===== src/rtl/dh_pkg.sv =====
// Shared types and constants for the Diffie-Hellman exchange sequencer.
// Includes the FSM state encoding, the ASCII verdict codes and the default operand width.
package dh_pkg;

  localparam int DH_WIDTH = 16;

  localparam logic [47:0] ST_ACCEPT = 48'h414343455054;  // "ACCEPT"
  localparam logic [47:0] ST_REJECT = 48'h52454A454354;  // "REJECT"
  localparam logic [47:0] ST_TIMOUT = 48'h54494D4F5554;  // "TIMOUT"

  typedef enum logic [3:0] {
    S_IDLE,
    S_CALC_PUB,
    S_WAIT_PUB,
    S_SEND_PUB,
    S_WAIT_PEER,
    S_CALC_SEC,
    S_WAIT_SEC,
    S_WAIT_CHK,
    S_DONE
  } dh_state_e;

  function automatic logic is_wait_state(input dh_state_e s);
    return s inside {S_WAIT_PUB, S_WAIT_PEER, S_WAIT_SEC, S_WAIT_CHK};
  endfunction

endpackage


===== src/rtl/dh_wait_timer.sv =====
// Clearable saturating cycle counter; expired_o flags the last allowed counting cycle.
// Combinational flag off registered count, so the FSM can leave on the LIMIT-th cycle it spends waiting.
module dh_wait_timer #(
  parameter int LIMIT = 1023
) (
  input  logic clk,
  input  logic rst,
  input  logic clr_i,
  input  logic inc_i,
  output logic expired_o
);

  localparam int CW = $clog2(LIMIT + 1);
  localparam logic [CW-1:0] CNT_MAX  = CW'(LIMIT);
  localparam logic [CW-1:0] CNT_LAST = CW'(LIMIT - 1);

  logic [CW-1:0] cnt_q, cnt_d;

  always_comb begin
    cnt_d = cnt_q;
    if (clr_i) begin
      cnt_d = '0;
    end else if (inc_i && (cnt_q != CNT_MAX)) begin
      cnt_d = cnt_q + 1'b1;
    end
  end

  always_ff @(posedge clk) begin
    if (rst) begin
      cnt_q <= '0;
    end else begin
      cnt_q <= cnt_d;
    end
  end

  assign expired_o = inc_i && (cnt_q >= CNT_LAST);

endmodule


===== src/rtl/dh_exchange_ctrl.sv =====
// Sequences one DH exchange over a shared modexp engine: A = g^a mod p, then s = B^a mod p, then peer confirm.
// start -> exp_start and exp_done -> pub_valid are 1 cycle; every wait state aborts after TIMEOUT cycles.
module dh_exchange_ctrl
  import dh_pkg::*;
#(
  parameter int WIDTH   = DH_WIDTH,
  parameter int TIMEOUT = 1023
) (
  input  logic             clk,
  input  logic             rst,
  input  logic             start,
  input  logic [WIDTH-1:0] priv_key,
  input  logic [WIDTH-1:0] base_g,
  input  logic [WIDTH-1:0] mod_p,
  input  logic [WIDTH-1:0] peer_pub,
  input  logic             peer_pub_valid,
  input  logic [WIDTH-1:0] peer_chk,
  input  logic             peer_chk_valid,
  output logic             exp_start,
  output logic [WIDTH-1:0] exp_base,
  output logic [WIDTH-1:0] exp_exp,
  output logic [WIDTH-1:0] exp_mod,
  input  logic             exp_done,
  input  logic [WIDTH-1:0] exp_result,
  output logic [WIDTH-1:0] pub_key,
  output logic             pub_valid,
  output logic [WIDTH-1:0] shared_key,
  output logic             busy,
  output logic             done,
  output logic [47:0]      status
);

  dh_state_e        state_q, state_d;
  logic [WIDTH-1:0] a_q, a_d;
  logic [WIDTH-1:0] p_q, p_d;
  logic [WIDTH-1:0] b_q, b_d;
  logic             b_vld_q, b_vld_d;
  logic [WIDTH-1:0] pub_q, pub_d;
  logic [WIDTH-1:0] sec_q, sec_d;
  logic [47:0]      status_q, status_d;
  logic [WIDTH-1:0] base_q, base_d;
  logic [WIDTH-1:0] expo_q, expo_d;
  logic [WIDTH-1:0] mod_q, mod_d;

  logic             expired;
  logic             peer_window;
  logic             bad_params;
  logic             b_in_range;
  logic [WIDTH:0]   b_plus2;

  dh_wait_timer #(.LIMIT(TIMEOUT)) u_timer (
    .clk       (clk),
    .rst       (rst),
    .clr_i     (state_d != state_q),
    .inc_i     (is_wait_state(state_q)),
    .expired_o (expired)
  );

  assign peer_window = state_q inside {S_CALC_PUB, S_WAIT_PUB, S_SEND_PUB, S_WAIT_PEER};
  assign bad_params  = (mod_p < WIDTH'(3)) || (priv_key == '0) ||
                       (base_g < WIDTH'(2)) || (base_g >= mod_p);
  // Widened so p-2 never underflows; p >= 3 is already guaranteed here.
  assign b_plus2     = {1'b0, b_q} + (WIDTH+1)'(2);
  assign b_in_range  = (b_q >= WIDTH'(2)) && (b_plus2 <= {1'b0, p_q});

  always_comb begin
    state_d  = state_q;
    a_d      = a_q;
    p_d      = p_q;
    b_d      = b_q;
    b_vld_d  = b_vld_q;
    pub_d    = pub_q;
    sec_d    = sec_q;
    status_d = status_q;
    base_d   = base_q;
    expo_d   = expo_q;
    mod_d    = mod_q;

    if (peer_window && peer_pub_valid && !b_vld_q) begin
      b_d     = peer_pub;
      b_vld_d = 1'b1;
    end

    unique case (state_q)
      S_IDLE: begin
        if (start) begin
          a_d      = priv_key;
          p_d      = mod_p;
          base_d   = base_g;
          expo_d   = priv_key;
          mod_d    = mod_p;
          sec_d    = '0;
          b_vld_d  = 1'b0;
          status_d = '0;
          if (bad_params) begin
            state_d  = S_DONE;
            status_d = ST_REJECT;
          end else begin
            state_d = S_CALC_PUB;
          end
        end
      end
      S_CALC_PUB: state_d = S_WAIT_PUB;
      S_WAIT_PUB: begin
        if (exp_done) begin
          pub_d   = exp_result;
          state_d = S_SEND_PUB;
        end else if (expired) begin
          state_d  = S_DONE;
          status_d = ST_TIMOUT;
        end
      end
      S_SEND_PUB: state_d = S_WAIT_PEER;
      S_WAIT_PEER: begin
        // A B arriving on the expiry cycle is captured and checked next cycle.
        if (b_vld_q) begin
          if (b_in_range) begin
            base_d  = b_q;
            expo_d  = a_q;
            mod_d   = p_q;
            state_d = S_CALC_SEC;
          end else begin
            state_d  = S_DONE;
            status_d = ST_REJECT;
          end
        end else if (!peer_pub_valid && expired) begin
          state_d  = S_DONE;
          status_d = ST_TIMOUT;
        end
      end
      S_CALC_SEC: state_d = S_WAIT_SEC;
      S_WAIT_SEC: begin
        if (exp_done) begin
          sec_d   = exp_result;
          state_d = S_WAIT_CHK;
        end else if (expired) begin
          state_d  = S_DONE;
          status_d = ST_TIMOUT;
        end
      end
      S_WAIT_CHK: begin
        if (peer_chk_valid) begin
          status_d = (peer_chk == sec_q) ? ST_ACCEPT : ST_REJECT;
          state_d  = S_DONE;
        end else if (expired) begin
          state_d  = S_DONE;
          status_d = ST_TIMOUT;
        end
      end
      S_DONE:  state_d = S_IDLE;
      default: state_d = S_IDLE;
    endcase
  end

  always_ff @(posedge clk) begin
    if (rst) begin
      state_q  <= S_IDLE;
      a_q      <= '0;
      p_q      <= '0;
      b_q      <= '0;
      b_vld_q  <= 1'b0;
      pub_q    <= '0;
      sec_q    <= '0;
      status_q <= '0;
      base_q   <= '0;
      expo_q   <= '0;
      mod_q    <= '0;
    end else begin
      state_q  <= state_d;
      a_q      <= a_d;
      p_q      <= p_d;
      b_q      <= b_d;
      b_vld_q  <= b_vld_d;
      pub_q    <= pub_d;
      sec_q    <= sec_d;
      status_q <= status_d;
      base_q   <= base_d;
      expo_q   <= expo_d;
      mod_q    <= mod_d;
    end
  end

  assign exp_start  = (state_q == S_CALC_PUB) || (state_q == S_CALC_SEC);
  assign exp_base   = base_q;
  assign exp_exp    = expo_q;
  assign exp_mod    = mod_q;
  assign pub_key    = pub_q;
  assign pub_valid  = (state_q == S_SEND_PUB);
  assign shared_key = sec_q;
  assign busy       = (state_q != S_IDLE) && (state_q != S_DONE);
  assign done       = (state_q == S_DONE);
  assign status     = status_q;

endmodule


===== config.mk =====
export PLATFORM = sky130hd
export DESIGN_NAME = dh_exchange_ctrl
export DESIGN_NICKNAME = d
export VERILOG_FILES = /design/src/rtl/dh_pkg.sv /design/src/rtl/dh_wait_timer.sv /design/src/rtl/dh_exchange_ctrl.sv
export SDC_FILE = /design/constraint.sdc
export NUM_CORES = 1
export LEC_CHECK = 0
export BUFFER_PORTS_ARGS = -buffer_cell sky130_fd_sc_hd__buf_4
export CAP_MARGIN = 0
export CORE_MARGIN = 2
export CORE_UTILIZATION = 58
export CTS_CLUSTER_SIZE = 10
export DETAILED_ROUTE_END_ITERATION = 16
export GPL_TIMING_DRIVEN = 0
export PLACE_DENSITY_LB_ADDON = 0.08
export SLEW_MARGIN = 20
export SYNTH_ARGS = -nofsm -noshare
export SYNTH_HDL_FRONTEND = slang
export SYNTH_SLANG_ARGS = --single-unit

===== constraint.sdc =====
create_clock -name clk -period 6.3 [get_ports clk]
set_clock_uncertainty 0.05 [all_clocks]
set_input_delay 0.63 -clock clk [delete_from_list [all_inputs] [get_ports clk]]
set_output_delay 0.63 -clock clk [all_outputs]
set_load 0.05 [all_outputs]

==> run metrics <==
status finished clean; CTS clk-pin slew, worst paths 80 ps; routed len/inst 16.8 microns; post-cts resize count 0; worst slew pin tran between 800 and 900 ps; clk buf depth 2; Syn Area/Cell between 8 and 9 sq um; TritonCTS sink count 191; mapped cell area 9210 sq um; Gate Count Post-Synth between 1000 and 1500; Slew headroom between 40% and 50%; Die Area roughly 17000 sq um; Ports 234; setup violators final 0; largest net degree at the start of global routing 22; most frequent cells in the layout buf_4, dfxtp_1, nand2_1; post-DP HPWL 20.2 mm; Max FO, Critical Path 10; sequential share of the synthesized area about two fifths; Total Wirelength 26.2 mm; unrepaired setup endpoints after global routing false; crit-path max cell delay 450 ps; Startpoint Class flip-flop; synth warn 0; critical path data arrival time ~4400 ps; ratio of cells with drive above 1 in the final layout between 20 and 25%; setup TNS 0 ps; Synth async-reset ratio 0%; power per cell area ~300 nW/um^2; min-delay worst type input port to flip-flop; Root Driver clkbuf_16; GRT Total Usage a little under a third; Die W about 130 microns; Setup crit end kind flip-flop; clk_lat worst skew between 400 and 500 ps; Distinct cells, synth 67; gr ovfl total 0; Post-CTS Hold Fix Bufs 0; CTS Buf Count 17; Core Util, Final roughly three quarters; Final nets about 1500; cells along the critical path clkbuf_1, nand2_1, or3_1, nor2_1, xor2_1, ha_1, nand3_1, nor3_1, and4b_4, a32oi_1, nand3_1, nand2_1, buf_4, buf_4, a221oi_2; Slew Limit Fails 0; worst vdd ir roughly 0.21 mV; first-pass GRT wire length around 41 mm; First-pass DRT Iterations 6; Synth Flop Type dfxtp_1; detailed-route via count 8842; CTS tree built; Buffers on Ports between 200 and 250; post-DR vias/cell around 5.7; Synth Register Bits approximately 190; CP required roughly 6600 ps; initial antenna violation count 0; ant diodes 0; GP Congestion 0.952; fin crit share 65.7%; Routed Antenna Nets 0; Syn Nets 1217; critical path type flip-flop to flip-flop; DIE HEIGHT 130 microns; Leakage between 4 and 5 nW; DRC 0; Placed Instance Area roughly 11000 sq um; Fillers between 1000 and 1500; area grow syn2layout 28.5%; commonest non-fill, non-tap cell in the layout buf_4; number of global-route vias before repair 8232; Post-synth EDFFs 0; Final Hold Viols 0; design area between 10000 and 15000 sq um; H-Tree Depth 4; DRT iter0 DRCs 757; core area approximately 16000 sq um; Setup Buffers After CTS 0; row cnt between 40 and 50; max cap viols 0; Slowest-stage cell, CP or3_1; maximum clock rate about 240 MHz; Starting Density just under 60%; Final min period a little over 4000 ps
## kinds of logic after synthesis
kind of cell / synth area share (%)
muxes: 1.74
buffers and inverters: 7.36
AOI/OAI and AO/OA: 19.7
and+or+nand+nor: 21.3
DFF: 41.5
adders and majority gates: 4.75
xor gates and xnor gates: 3.61
## synthesized netlist by cell type, types with 5 or more instances
| library cell | count | area (sq um) |
|---|---|---|
| a211oi_1 | 6 | 45.0 |
| nand3b_1 | 31 | 233 |
| and2_1 | 26 | 163 |
| a21o_1 | 5 | 37.5 |
| xor2_1 | 27 | 236 |
| a21oi_1 | 84 | 420 |
| a221oi_2 | 20 | 300 |
| clkbuf_1 | 50 | 188 |
| ha_1 | 35 | 438 |
| nor4_1 | 29 | 181 |
| nand2_1 | 141 | 529 |
| nand2b_1 | 6 | 37.5 |
| a31oi_1 | 5 | 31.3 |
| o21ai_0 | 57 | 285 |
| dfxtp_1 | 191 | 3820 |
| inv_1 | 95 | 357 |
| xnor2_1 | 11 | 96.3 |
| buf_2 | 11 | 55.1 |
| nor3_1 | 11 | 55.1 |
| o21a_1 | 20 | 150 |
| nand4_1 | 15 | 93.8 |
| a221oi_1 | 28 | 245 |
| nand3_1 | 52 | 260 |
| nor2_1 | 45 | 169 |
| mux2i_1 | 16 | 160 |
## critical path, delay by kind of cell, from the launching register on
kind	cells	cell delay, ps
AOI/OAI and AO/OA	2	380
adders and majority gates	1	320
xor gates and xnor gates	1	90
and+or+nand+nor	8	2080
DFF	1	310
buffers and inverters	3	790
## registers in the layout (all words and copies together), names as in the netlist
register and cells:
p_q 16, exp_exp 16, pub_key 16, u_timer.cnt_q 10
exp_mod 16, state_q 4, a_q 16, b_vld_q 1
shared_key 16, b_q 16, status 48, exp_base 16
## worst paths after layout
| check | slack [ps] | end | depth (start not counted) | start |
|---|---|---|---|---|
| worst max-delay path | 2160 | exp_base[8] | 15 | b_q[4] |
| worst max register to register | 2160 | exp_base[8] | 15 | b_q[4] |
| worst min register to register | 400 | a_q[14] | 2 | a_q[14] |
| worst min-delay path | 380 | b_q[5] | 3 | peer_pub[5] |
## stage by stage
| step | hold slack, ps | std cells | setup WS, ps | power [mW] |
|---|---|---|---|---|
| after floorplan | 381 | 1080 | 2960 | 2.08 |
| after global placement | 386 | 1529 | 2330 | 2.39 |
| after detailed placement | 391 | 1529 | 2260 | 2.40 |
| after CTS | 362 | 1561 | 2240 | 3.48 |
| after global routing | 379 | 1561 | 1940 | 3.62 |
| final | 375 | 1561 | 2160 | 3.48 |
## per-layer routing
layer	vias up	global-route usage (%)	wire length, microns
met5	-	0	0
met4	0	9.30	585
li1	4299	-	-
met3	50	5.70	2160
met1	4106	40.7	11200
met2	387	51.0	12300
## power breakdown
group,switching (mW),internal (mW)
clock network,0.551,0.542
registers,0.0640,1.31
logic,0.674,0.336
## final cells by class
| type | count | area (sq um) | area share (%) |
|---|---|---|---|
| multi-input cells | 724 | 4710 | 39.8 |
| flip-flops and latches | 191 | 3820 | 32.3 |
| repair buffers | 233 | 1750 | 14.8 |
| clock buffers | 17 | 425 | 3.59 |
| inverters | 95 | 357 | 3.01 |
| plain buffers | 70 | 322 | 2.72 |
| well taps | 216 | 270 | 2.28 |
| clock inverters | 15 | 181 | 1.53 |
(Power assumes the default switching activity.)
